`config.mk`:
```
export PLATFORM = sky130hd
export DESIGN_NAME = uparc_muldiv_seq
export DESIGN_NICKNAME = d
export VERILOG_FILES = /design/src/rtl/uparc_muldiv_seq.sv
export SDC_FILE = /design/constraint.sdc
export NUM_CORES = 1
export LEC_CHECK = 0
export CAP_MARGIN = 0
export CORE_MARGIN = 1.5
export CORE_UTILIZATION = 53
export DETAILED_ROUTE_END_ITERATION = 10
export PLACE_DENSITY = 0.72
export REMOVE_ABC_BUFFERS = 1
export SLEW_MARGIN = 5
export SYNTH_ARGS = -nofsm -noshare
export SYNTH_HDL_FRONTEND = slang
export SYNTH_SLANG_ARGS = --single-unit
export TNS_END_PERCENT = 50
```
`constraint.sdc`:
```
create_clock -name clk -period 10.79 [get_ports clk]
set_clock_uncertainty 0.1 [all_clocks]
set_input_delay 1.6185 -clock clk [delete_from_list [all_inputs] [get_ports clk]]
set_output_delay 1.6185 -clock clk [all_outputs]
set_load 0.005 [all_outputs]
```
`src/rtl/uparc_muldiv_seq.sv`:
```
// Iterative multiply/divide sequencer owning HI/LO; one shift-add or restoring
// step per cycle, then a sign-fix cycle that commits the result.
module uparc_muldiv_seq (
    input  logic        clk,
    input  logic        nrst,
    input  logic        i_mem_stall,
    input  logic        i_fetch_stall,
    input  logic        i_wait_stall,
    input  logic        i_nullify,
    input  logic [3:0]  i_op,
    input  logic [31:0] i_rs_val,
    input  logic [31:0] i_rt_val,
    output logic        o_exec_stall,
    output logic        o_busy,
    output logic [31:0] o_rd_val,
    output logic        o_rd_valid
);
    localparam logic [3:0] OP_NONE  = 4'd0;
    localparam logic [3:0] OP_MULT  = 4'd1;
    localparam logic [3:0] OP_MULTU = 4'd2;
    localparam logic [3:0] OP_DIV   = 4'd3;
    localparam logic [3:0] OP_DIVU  = 4'd4;
    localparam logic [3:0] OP_MFHI  = 4'd5;
    localparam logic [3:0] OP_MFLO  = 4'd6;
    localparam logic [3:0] OP_MTHI  = 4'd7;
    localparam logic [3:0] OP_MTLO  = 4'd8;

    typedef enum logic [1:0] {ST_IDLE, ST_MUL, ST_DIV, ST_FIX} state_t;

    state_t      state_q, state_d;
    logic [4:0]  cnt_q, cnt_d;
    logic [63:0] acc_q, acc_d;
    logic [31:0] b_q, b_d;
    logic        neg_q, neg_d;
    logic        rem_neg_q, rem_neg_d;
    logic        is_div_q, is_div_d;
    logic [31:0] hi_q, hi_d;
    logic [31:0] lo_q, lo_d;
    logic [31:0] rd_val_q, rd_val_d;
    logic        rd_valid_q, rd_valid_d;

    logic        op_active, core_stall, capture, start_ok;
    logic        is_signed, rs_neg, rt_neg;
    logic [31:0] rs_mag, rt_mag;
    logic [32:0] mul_sum, rem_shift, div_diff;
    logic [63:0] prod_fix;

    // Out-of-range opcodes behave exactly like NONE.
    assign op_active  = (i_op != OP_NONE) && (i_op <= OP_MTLO);
    assign core_stall = i_mem_stall | i_fetch_stall | i_wait_stall | o_exec_stall;
    assign capture    = ~core_stall;
    assign start_ok   = capture & ~i_nullify;

    assign is_signed = (i_op == OP_MULT) || (i_op == OP_DIV);
    assign rs_neg    = is_signed & i_rs_val[31];
    assign rt_neg    = is_signed & i_rt_val[31];
    assign rs_mag    = rs_neg ? (32'd0 - i_rs_val) : i_rs_val;
    assign rt_mag    = rt_neg ? (32'd0 - i_rt_val) : i_rt_val;

    // Shift-add: add multiplicand to the upper half when the LSB is set, shift right.
    assign mul_sum   = {1'b0, acc_q[63:32]} + {1'b0, (acc_q[0] ? b_q : 32'd0)};
    // Restoring step: remainder:quotient shifted left, trial subtract of the divisor.
    assign rem_shift = {acc_q[63:32], acc_q[31]};
    assign div_diff  = rem_shift - {1'b0, b_q};
    assign prod_fix  = neg_q ? (64'd0 - acc_q) : acc_q;

    always_ff @(posedge clk or negedge nrst) begin
        if (!nrst) begin
            state_q    <= ST_IDLE;
            cnt_q      <= 5'd0;
            acc_q      <= 64'd0;
            b_q        <= 32'd0;
            neg_q      <= 1'b0;
            rem_neg_q  <= 1'b0;
            is_div_q   <= 1'b0;
            hi_q       <= 32'd0;
            lo_q       <= 32'd0;
            rd_val_q   <= 32'd0;
            rd_valid_q <= 1'b0;
        end else begin
            state_q    <= state_d;
            cnt_q      <= cnt_d;
            acc_q      <= acc_d;
            b_q        <= b_d;
            neg_q      <= neg_d;
            rem_neg_q  <= rem_neg_d;
            is_div_q   <= is_div_d;
            hi_q       <= hi_d;
            lo_q       <= lo_d;
            rd_val_q   <= rd_val_d;
            rd_valid_q <= rd_valid_d;
        end
    end

    always_comb begin
        state_d = state_q;
        case (state_q)
            ST_IDLE: begin
                if (start_ok) begin
                    case (i_op)
                        OP_MULT, OP_MULTU: state_d = ST_MUL;
                        OP_DIV, OP_DIVU:   state_d = (i_rt_val == 32'd0) ? ST_FIX : ST_DIV;
                        default:           state_d = ST_IDLE;
                    endcase
                end
            end
            ST_MUL, ST_DIV: if (cnt_q == 5'd0) state_d = ST_FIX;
            ST_FIX:         state_d = ST_IDLE;
            default:        state_d = ST_IDLE;
        endcase
    end

    always_comb begin
        cnt_d      = cnt_q;
        acc_d      = acc_q;
        b_d        = b_q;
        neg_d      = neg_q;
        rem_neg_d  = rem_neg_q;
        is_div_d   = is_div_q;
        hi_d       = hi_q;
        lo_d       = lo_q;
        rd_val_d   = rd_val_q;
        rd_valid_d = rd_valid_q;

        // Ops that start or touch HI/LO only reach here with the unit idle.
        if (capture) begin
            if (i_nullify || !op_active) begin
                rd_valid_d = 1'b0;
            end else begin
                case (i_op)
                    OP_MULT, OP_MULTU: begin
                        acc_d     = {32'd0, rt_mag};
                        b_d       = rs_mag;
                        neg_d     = rs_neg ^ rt_neg;
                        rem_neg_d = 1'b0;
                        is_div_d  = 1'b0;
                        cnt_d     = 5'd31;
                    end
                    OP_DIV, OP_DIVU: begin
                        is_div_d = 1'b1;
                        cnt_d    = 5'd31;
                        b_d      = rt_mag;
                        if (i_rt_val == 32'd0) begin
                            acc_d     = {i_rs_val, 32'hFFFF_FFFF};
                            neg_d     = 1'b0;
                            rem_neg_d = 1'b0;
                        end else begin
                            acc_d     = {32'd0, rs_mag};
                            neg_d     = rs_neg ^ rt_neg;
                            rem_neg_d = rs_neg;
                        end
                    end
                    OP_MFHI: begin
                        rd_val_d   = hi_q;
                        rd_valid_d = 1'b1;
                    end
                    OP_MFLO: begin
                        rd_val_d   = lo_q;
                        rd_valid_d = 1'b1;
                    end
                    OP_MTHI: hi_d = i_rs_val;
                    OP_MTLO: lo_d = i_rs_val;
                    default: rd_valid_d = 1'b0;
                endcase
            end
        end

        case (state_q)
            ST_MUL: begin
                acc_d = {mul_sum, acc_q[31:1]};
                cnt_d = cnt_q - 5'd1;
            end
            ST_DIV: begin
                if (!div_diff[32]) acc_d = {div_diff[31:0], acc_q[30:0], 1'b1};
                else               acc_d = {rem_shift[31:0], acc_q[30:0], 1'b0};
                cnt_d = cnt_q - 5'd1;
            end
            ST_FIX: begin
                if (is_div_q) begin
                    lo_d = neg_q ? (32'd0 - acc_q[31:0]) : acc_q[31:0];
                    hi_d = rem_neg_q ? (32'd0 - acc_q[63:32]) : acc_q[63:32];
                end else begin
                    lo_d = prod_fix[31:0];
                    hi_d = prod_fix[63:32];
                end
            end
            default: ;
        endcase
    end

    always_comb begin
        o_busy       = (state_q != ST_IDLE);
        o_exec_stall = op_active && (state_q != ST_IDLE);
        o_rd_val     = rd_val_q;
        o_rd_valid   = rd_valid_q;
    end

endmodule

```
* Yosys cells after proc, flatten, opt, wreduce, memory -nomap -nowiden
Index checks and enable logic that the tools add are counted.
Widths: inputs -> output; s select.
** Storage, ports and cells
- Register bits :: 203
- Input bits :: 74
- Output and inout port bits :: 35
** Operators by class
- Add/subtract/negate cells :: 8
- $lt $le $gt $ge :: 1
- Equal/unequal tests :: 20
- Multiplexer cells :: 40
- Bitwise logic cells :: 10
- Reductions and logical operators :: 30
** Operators with widths (count)
- $mux 32 :: 15
- $mux 64 :: 5
- $pmux 64 s2 :: 2
- $pmux 32 s2 :: 2
- $sub 1x32->32 const A :: 4
- $sub 1x64->64 const A :: 1
- $add 32x32->33 :: 1
- $sub 33x32->33 :: 1
- $logic_not 32->1 :: 1
- $mux 5 :: 4
- $reduce_and 3->1 :: 6
- $eq 4x3->1 const B :: 4
- $reduce_bool 2->1 :: 6
- $eq 4x2->1 const B :: 2
- $ne 2x1->1 const B :: 4
- $pmux 1 s2 :: 4
- $reduce_bool 4->1 :: 2
- $reduce_or 2->1 :: 4
- $ne 2x2->1 const B :: 3
- $ne 3x1->1 const B :: 2
- $pmux 2 s3 :: 1
- $reduce_or 6->1 :: 1
- $logic_not 5->1 :: 1
- $sub 5x1->5 const B :: 1
- other kinds (18) :: 32

* Depth between registers and ports, before layout
Gate-level depths: netlist of the first run.
- Word-level depth :: 9
- Gate-level depth with buffers :: 14
- Mapped depth without buffers :: 13

* Worst setup path after synthesis of the first run
No wires, ideal clock.
- Path type :: input port to output port
- Start point :: in i_op[0]
- End point :: out o_exec_stall
- Data arrival time :: 2.385 ns
- Data required time :: 9.071 ns
- Setup slack :: 6.686 ns
- Stages on the path :: 4
- Path buffers :: 1
- Cell sequence :: clkbuf_1 > nor3_1 > xor2_1 > nor2_1
** Between the ends
- Cells in the longest elaborated chain, start to end :: 3
** RTL lines
- from (decl) :: RTL line 10 : input logic [3:0] i_op,
- $le 4x4->1 or $reduce_bool 4->1 (tied branches) :: RTL line 49 : assign op_active = (i_op != OP_NONE) && (i_op <= OP_MTLO);
- $logic_and 1x1->1 * :: RTL line 49
- $logic_and 1x1->1 * :: RTL line 193 : o_exec_stall = op_active && (state_q != ST_IDLE);
- to (decl) :: RTL line 13 : output logic o_exec_stall,
Every way passes the cells marked *; elsewhere a longest branch is shown, timed or not.

* Worst setup path in the final report of the first run
Ends and elaborated chain as after synthesis.

==> run summary, run 1 <==
status: complete, no violations
Die X-Extent: 184 µm
Static Leak: 8.15 nW
CTS Buf Count: 24
Routed WL: 59.5 mm
Iter 0 DRT Violations: 1858
Critical Path, Cell by Cell: clkdlybuf4s50_1 -> nor3_1 -> xor2_1 -> nor2_1 -> clkdlybuf4s50_1
CP Capture Type: output pin
Final Max Slew Viols: 0
Ys Warns: 0
IO Port Bufs: 108
H-Tree Level Count: 1
Post-DRT Antenna Nets: 0
cell mode on critical path: clkdlybuf4s50_1
CP max FO: 10
Synth Flop Type: dfrtp_1
most frequent cells in the layout: 218 x nor2_1, 218 x a21oi_1, 203 x dfrtp_1
Synth Instances: 2185
Setup crit start kind: input pin
min-delay worst type: flop to flop
Power Density: 278 mW/mm²
top post-synthesis cells by area: dfrtp_1 29%, a21oi_1 6.3%, mux2i_1 5.8%
EDFF count, synth: 0
first-pass GRT wire length: 91.3 mm
Async SR Flop Fraction: 1.00
Comb pwr share: 0.574
largest net degree at the start of global routing: 103
area of the mapped netlist: 0.0173 mm²
global placer's final weighted congestion: 0.978
initial antenna violation count: 0
Max Fclk: 193 MHz
max-cap violations: 0
via/cell ratio: 6.48
Final Hold Fails: 0
total setup buffers inserted after CTS: 0
Worst-Skew Late Latency: 540 ps
Core Area: 0.0324 mm²
CTS tree: yes
Yosys cell types: 78
final-report setup violation count: 0
CTS resizes: 0
DRC: 0
clock share of power: 0.158
cts hold-fix bufs: 0
Least-Margin Pin Slew: 1370 ps
Worst Setup EP: o_exec_stall
worst r2r src: acc_q[0]
CP Data Required Time: 9070 ps
Die Area: 0.0338 mm²
Synth area leader: dfrtp_1
Synth top area share: 0.293
IO Pins: 109
Remaining Overflow, GRT: 0
clock root cell: clkbuf_16
clock sinks: 203
Crit-path slowest cell: clkdlybuf4s50_1
Diodes inserted: 0
Via Count: 17100
setup TNS: 0 ps
crit share post-route: 0.479
area growth from synthesis to layout: 12.1%
Yosys reg bits: 203
Min Clock Period, post-route: 5170 ps
gr usage total: 0.349
Inst Count DP: 2600
chip height: 184 µm
switch share: 0.485
Seq/Total Area, Yosys: 0.293
Setup crit start: i_op[0]
Net count, final: 2334
Reg power frac: 0.268
worst-case reg-to-reg path depth: 13
layout cells sized above 1: 0.0545
syn avg cell area: 7.94 µm²
crit path kind: input pin to output pin
Switch Pwr: 2.62 mW
drt wl/cell: 22.5 µm
Fill cells: 3013
P_int: 2.79 mW
RR Endpoint: acc_q[60]
Longest Clk Path Bufs: 3
post-DP HPWL: 43.6 mm
Pre-antenna DRT Iters: 6
R2R Setup Slk: 5670 ps
Worst Path Arrival: 3450 ps
Layout Cells excl Fill: 2644
Rows: 66
peak supply drop: 0.289 mV
initial core utilization: 0.536
RSZ-0062 raised after global routing: no
delay of the slowest cell on the worst path: 590 ps
vias in the first global route: 15900
Clock transition at path regs: 60 ps
worst rel slew slack: 0.0816
## final cells by class
| type | instances | area (µm²) | area share |
|---|---|---|---|
| clock buffers | 35 | 743 | 0.0382 |
| clock inverters | 9 | 86.3 | 0.00444 |
| inverters | 70 | 263 | 0.0135 |
| multi-input cells | 1754 | 11500 | 0.589 |
| flip-flops and latches | 203 | 5080 | 0.261 |
| well taps | 442 | 553 | 0.0285 |
| repair buffers | 131 | 1260 | 0.0647 |
## worst min path at each step
stage	end	slack, ps	start	cells after the start
final	b_q[2]	390	b_q[2]	2
after global routing	b_q[4]	410	b_q[4]	2
after detailed placement	o_rd_valid	370	o_rd_valid	1
after global placement	o_rd_valid	370	o_rd_valid	1
after CTS	b_q[2]	390	b_q[2]	2
after floorplan	b_q[10]	350	b_q[10]	2
## synthesized netlist by cell type (all sizes together), types with 21 or more instances
cell type / n
inv: 69
a211oi: 29
a221oi: 43
a21oi: 219
clkbuf: 126
nand2: 199
o21ai: 195
dfrtp: 203
ha: 74
xor2: 70
mux2: 24
xnor2: 107
a21o: 53
nor3: 69
a22oi: 23
o31ai: 22
buf: 32
nor2: 220
nor4: 21
mux2i: 100
nand3: 31
## per-stage QoR
| stage | area [µm²] | hold WS (ps) | setup WS, ps | utilization | power [mW] |
|---|---|---|---|---|---|
| 6_report | 19400 | 388 | 5620 | 0.600 | 5.41 |
| 5_1_grt | 19400 | 407 | 5330 | 0.600 | 5.77 |
| 4_1_cts | 19400 | 390 | 5590 | 0.600 | 5.36 |
| 3_5_place_dp | 18600 | 373 | 5550 | 0.575 | 4.49 |
| 3_3_place_gp | 18600 | 368 | 5620 | 0.575 | 4.43 |
| 2_1_floorplan | 16700 | 350 | 3310 | - | 3.51 |
## power groups by stage
stage	Clock [mW]	Combinational [mW]	Sequential, mW
global route	0.885	3.40	1.49
floorplan	0	2.18	1.32
global placement	0	2.99	1.44
detailed placement	0	3.04	1.45
CTS	0.860	3.06	1.44
finish	0.856	3.11	1.45
## layer usage
metal,vias to the layer above,GRT usage,wire [µm]
li1,7930,-,-
met1,8219,0.465,24300
met2,818,0.548,26600
met3,179,0.0468,4690
met4,0,0.190,3870
met5,-,0,0
## critical path: cells and delay by family
kind                   cells  cell delay (ps)
buffers and inverters      2             1110
XOR/XNOR                   1              140
AND/OR/NAND/NOR            2              590
## logic make-up after synthesis
kind of cell             share of synthesized area
AO/OA/AOI/OAI                                0.260
adder cells (fa/ha/maj)                     0.0557
multiplexers                                0.0733
AND/OR/NAND/NOR                              0.177
flip-flops                                   0.293
buffers and inverters                       0.0515
XOR/XNOR                                    0.0894
## sequential cells by signal, summed over array words and instances (netlist names)
| name | cells |
|---|---|
| rem_neg_q | 1 |
| acc_q | 64 |
| neg_q | 1 |
| is_div_q | 1 |
| cnt_q | 5 |
| state_q | 2 |
| hi_q | 32 |
| o_rd_val | 32 |
| b_q | 32 |
| lo_q | 32 |
| o_rd_valid | 1 |
(Power assumes the default switching activity.)
==> run 2: changes to the inputs <==
==> constraint.sdc (replaced) <==
create_clock -name clk -period 5 [get_ports clk]
set_clock_uncertainty 0.1 [all_clocks]
set_input_delay 0.75 -clock clk [delete_from_list [all_inputs] [get_ports clk]]
set_output_delay 0.75 -clock clk [all_outputs]
set_load 0.005 [all_outputs]
==> run 2 against run 1 <==
Against the previous run: combinational power increased by 120%; cell count increased by 0.68%; register-to-register slack got worse by 5000 ps; sequential power increased by 120%; critical endpoint is now acc_q[59]; largest cell class unchanged; largest power group unchanged.
==> run summary, run 2 (synthesized netlist as in run 1, its figures left out) <==
CP Data Required Time: 5330 ps (-3740 ps)
Via Count: 17400 (+1.6%)
delay of the slowest cell on the worst path: 660 ps (+70 ps)
GRT met1 Usage: 0.468 (+0.00296)
area growth from synthesis to layout: 13.2%
Setup crit start kind: flop
GRT Max-Usage Layer: met2
crit path kind: flop to flop
RR Endpoint: acc_q[59]
Iter 0 DRT Violations: 1905 (+2.5%)
Critical Path, Cell by Cell: inv_1 -> nor2_1 -> fa_1 -> a211oi_1 -> o211ai_1 -> a31oi_1 -> o32ai_1 -> o41ai_1 -> o21ai_0 -> nand2_1 -> and3_1 -> o21ai_0 -> a211oi_1
crit share post-route: 0.860
Layout Cells excl Fill: 2662 (+0.68%)
post-DP HPWL: 44.7 mm (+2.6%)
Rows: 66 (unchanged)
max-cap violations: 0 (unchanged)
met2 Resource Use GR: 0.544 (-0.00333)
Final Max Slew Viols: 0 (unchanged)
Final Hold Fails: 0 (unchanged)
Static Leak: 8.26 nW (+1.4%)
Clock transition at path regs: 60 ps (about the same)
WHS: 197 ps (-190 ps)
chip height: 184 µm (unchanged)
gr usage total: 0.351 (+0.00248)
grt met3 use: 0.0414 (-0.00535)
vias in the first global route: 16100 (+1.0%)
clock sinks: 203 (unchanged)
Die X-Extent: 184 µm (unchanged)
DRC: 0 (unchanged)
Core Area: 0.0324 mm² (unchanged)
worst rel slew slack: 0.261 (+0.179)
CTS tree: yes
RSZ-0062 raised after global routing: no
Remaining Overflow, GRT: 0 (unchanged)
Net count, final: 2352 (+0.77%)
Diodes inserted: 0 (unchanged)
Worst Path Arrival: 4630 ps (+1180 ps)
final-report setup violation count: 0 (unchanged)
layout cells sized above 1: 0.0622 (+0.00767)
Worst Setup EP: acc_q[59]
via/cell ratio: 6.54 (+0.86%)
total setup buffers inserted after CTS: 0 (unchanged)
largest net degree at the start of global routing: 98 (-4.9%)
Reg with most FFs: acc_q
Post-DRT Antenna Nets: 0 (unchanged)
drt wl/cell: 22.5 µm (about the same)
Min Clock Period, post-route: 4300 ps
CTS resizes: 0 (unchanged)
CTS Buf Count: 24 (unchanged)
clock root cell: clkbuf_16
Inst Count DP: 2618 (+0.69%)
Pre-antenna DRT Iters: 5 (-1)
Setup crit start: acc_q[0]
CP max FO: 8 (-2)
global placer's final weighted congestion: 0.983 (+0.52%)
IO Pins: 109 (unchanged)
Final Util: 0.606 (+0.00591)
CP Capture Type: flop
Power Density: 606 mW/mm² (+120%)
Longest Clk Path Bufs: 3 (unchanged)
cts hold-fix bufs: 0 (unchanged)
R2R Setup Slk: 700 ps (-4970 ps)
initial antenna violation count: 0 (unchanged)
peak supply drop: 0.484 mV (+67%)
Routed WL: 59.8 mm (+0.62%)
worst r2r src: acc_q[0]
H-Tree Level Count: 1 (unchanged)
most frequent cells in the layout: 218 x nor2_1, 218 x a21oi_1, 203 x dfrtp_1
Max Fclk: 233 MHz
Fill cells: 2915 (-3.3%)
IO Port Bufs: 108 (unchanged)
max FFs per register: 64 (unchanged)
Worst-Skew Late Latency: 520 ps (-20 ps)
Least-Margin Pin Slew: 1100 ps (-268 ps)
min-delay worst type: input pin to asynchronous set/reset pin
initial core utilization: 0.536 (unchanged)
first-pass GRT wire length: 92.3 mm (+1.0%)
status: complete, no violations
Crit-path slowest cell: o41ai_1
worst-case reg-to-reg path depth: 13 (unchanged)
Die Area: 0.0338 mm² (unchanged)
## run 2: changes by cell type in the layout (fill, tap and decap cells not counted), sizes merged
cell      previous run  this run
bufinv               1         4
clkinvlp             2         3
clkbuf              36        32
buf                 23        41
## run 2: final cells by class
type | instances | area (µm²) | area share
Clock inverter | 13 | 173 | 0.00880
Inverter | 70 | 263 | 0.0134
Multi-Input combinational cell | 1754 | 11500 | 0.584
Tap cell | 442 | 553 | 0.0282
Timing Repair Buffer | 149 | 1420 | 0.0722
Sequential cell | 203 | 5080 | 0.259
Clock buffer | 31 | 688 | 0.0351
## run 2: through the flow
step | worst slack, ps | total power [mW] | TNS (ps) | area [µm²]
2_1_floorplan | -1620 | 7.56 | -97030 | 16700
4_1_cts | 901 | 11.8 | 0 | 19600
5_1_grt | 548 | 12.7 | 0 | 19600
6_report | 700 | 11.9 | 0 | 19600
3_3_place_gp | 653 | 9.67 | 0 | 18800
3_5_place_dp | 533 | 9.80 | 0 | 18800
## run 2: worst max-delay path, delay by kind of cell (launching register included)
family / cells / cell delay, ps
flops: 1 / 440
buf+inv: 1 / 250
fa+ha+maj: 1 / 460
compound gates: 8 / 2470
simple gates: 3 / 490
## run 2: how the worst min path moves through the flow
stage / from / endpoint / slack, ps / depth (start not counted)
3_3_place_gp: b_q[5] / b_q[5] / 360 / 2
2_1_floorplan: nrst / acc_q[0] / 350 / 0
5_1_grt: nrst / b_q[5] / 280 / 1
4_1_cts: nrst / acc_q[38] / 260 / 1
3_5_place_dp: o_rd_valid / o_rd_valid / 370 / 1
6_report: nrst / b_q[6] / 200 / 1
## run 2: per-layer routing
layer  share of wire  up-vias
li1                -     7940
met1            0.41     8346
met2            0.44      917
met3           0.078      209
met4           0.072        0
met5               0        -
## run 2: power breakdown
group          internal, mW  total, mW  switching, mW  leakage [nW]
clock network          1.18       1.92          0.745         0.420
registers              2.29       3.14          0.852          2.56
logic                  2.72       6.83           4.10          5.28
total                  6.19       11.9           5.70          8.26
==> patch (config.mk and constraints of run 2) <==
Encoding of `state_t`: now one-hot (4 bits for 4 states).
--- a/src/rtl/uparc_muldiv_seq.sv
+++ b/src/rtl/uparc_muldiv_seq.sv
@@ -25,7 +25,7 @@
     localparam logic [3:0] OP_MTHI  = 4'd7;
     localparam logic [3:0] OP_MTLO  = 4'd8;
 
-    typedef enum logic [1:0] {ST_IDLE, ST_MUL, ST_DIV, ST_FIX} state_t;
+    typedef enum logic [3:0] {ST_IDLE = 4'b0001, ST_MUL = 4'b0010, ST_DIV = 4'b0100, ST_FIX = 4'b1000} state_t;
 
     state_t      state_q, state_d;
     logic [4:0]  cnt_q, cnt_d;
Function: no difference found for any inputs over 4 cycles, from zero or initial values and one cycle with nrst low; so few cycles prove little.
==> patch against run 2 <==
Sequential cell count up 2. Total power is 5.1% lower. Worst setup slack better by 0.074 ns. Routed wire length down 0.62%. Cell area down 2.3%. Clock power is 5% higher. Area after synthesis shrank 2.8%. Largest cell class unchanged. Highest routed layer is now met5.
==> patch: results (changes against run 2) <==
* Post-synthesis compound-gate area fraction at 26.2% (+0.18 points)
* Synth area leaders: dfrtp_1 (30%), xnor2_1 (5.9%), mux2i_1 (5.9%), o21ai_0 (5.6%), a21oi_1 (5.4%)
* Synth top cells by count: nand2_1 (215), dfrtp_1 (204), o21ai_0 (188)
* Met2 routed WL at 25,500 µm (-3.1%)
* DR vias at 16,700 (-4.3%)
* Yosys cell types at 77 (-1.3%)
* Tot GR Track Use at 35.8% (+0.72 points)
* Peak VDD IR at 627 µV (+30%)
* Placed Cells at 2,499 (-4.5%)
* Largest fanout on the critical path at 9 (+1)
* Layout cells sized above 1 at 5.93% (-0.28 points)
* Critical path's largest stage delay at 0.64 ns (-0.02 ns)
* Post-synthesis mux area share at 6.21% (-1.1 points)
* Run status: finished, final reports clean
* Cell at the slowest stage of the critical path: a2111oi_0
* Gate Count Post-Synth at 2,087 (-4.5%)
* Routed met1 length at 25,700 µm (+4.6%)
* Slew HR at 14.2% (-12 points)
* Worst reg2reg path startpoint: acc_q[32]
* DP HPWL at 44,800 µm (+0.21%)
* Synth Area in Adders at 5.43% (-0.14 points)
* Vias per inst at 6.56 (+0.25%)
* Number of global-route vias before repair at 15,700 (-2.6%)
* # fillers at 2,797 (-4.0%)
* Global-route wire length before repair at 92,200 µm (about the same)
* DRT iter0 DRCs at 1,922 (+0.89%)
* Worst r2r path cells at 10 (-3)
* Final nets at 2,269 (-3.5%)
* Routability cong. at 1.01 (+2.4%)
* Xor-xnor portion of the synthesized cell area at 8.94% (about the same)
* Sequential share of the synthesized area at 30.4% (+1.1 points)
* Largest net degree at the start of global routing at 122 (+24%)
* Initial antenna violation count at 2 (+2)
* WHS at 0.223 ns (+0.0254 ns)
[patch: changes by cell type after synthesis, sizes merged, moves of 15 or more]
cell	before	now
nand2	199	215
buf	32	17
o221ai	1	22
mux2	24	5
nor2	220	167
nor3	69	38
a21o	53	33
a21oi	219	181
[patch: layer usage]
layer / vias to the layer above / track usage (%)
met5: - / 0
met4: 2 / 9.73
li1: 7725 / -
met2: 888 / 54.1
met3: 101 / 7.14
met1: 7952 / 51.9
[patch: report_power, final]
| group | total [mW] | switching, mW | internal [mW] |
|---|---|---|---|
| clock | 2.01 | 0.756 | 1.25 |
| combinational | 6.38 | 3.73 | 2.65 |
| sequential | 2.90 | 0.774 | 2.12 |
[patch: kinds of logic (layout without fill, tap and decap cells)]
| kind of cell | Yosys count | after routing |
|---|---|---|
| xor gates and xnor gates | 172 | 172 |
| and+or+nand+nor | 630 | 630 |
| buffers and inverters | 214 | 267 |
| muxes | 104 | 104 |
| AOI/OAI and AO/OA | 690 | 690 |
| DFF | 205 | 205 |
| adders and majority gates | 72 | 72 |
[patch: through the flow]
stage | worst slack, ns | cell area (µm²)
floorplan | -5.27 | 16300
global placement | 0.857 | 18300
detailed placement | 0.835 | 18300
CTS | 0.847 | 19200
global route | 0.518 | 19200
finish | 0.775 | 19200
[patch: how the worst max path moves through the flow]
stage	startpoint	endpoint	slack, ns
after floorplan	state_q[1]	hi_q[0]	-5.27
after global placement	i_rt_val[0]	acc_q[3]	0.86
after detailed placement	i_rt_val[0]	acc_q[62]	0.84
after CTS	acc_q[32]	acc_q[59]	0.85
after global routing	acc_q[32]	acc_q[59]	0.52
final	acc_q[32]	acc_q[59]	0.77
[patch: layout make-up]
cell class / instances / area share [%]
multi-input combinational: 1668 / 57.1
sequential: 205 / 26.8
timing repair buffer: 155 / 7.50
clock buffer: 31 / 3.48
tap: 402 / 2.62
inverter: 69 / 1.35
clock inverter: 12 / 1.15
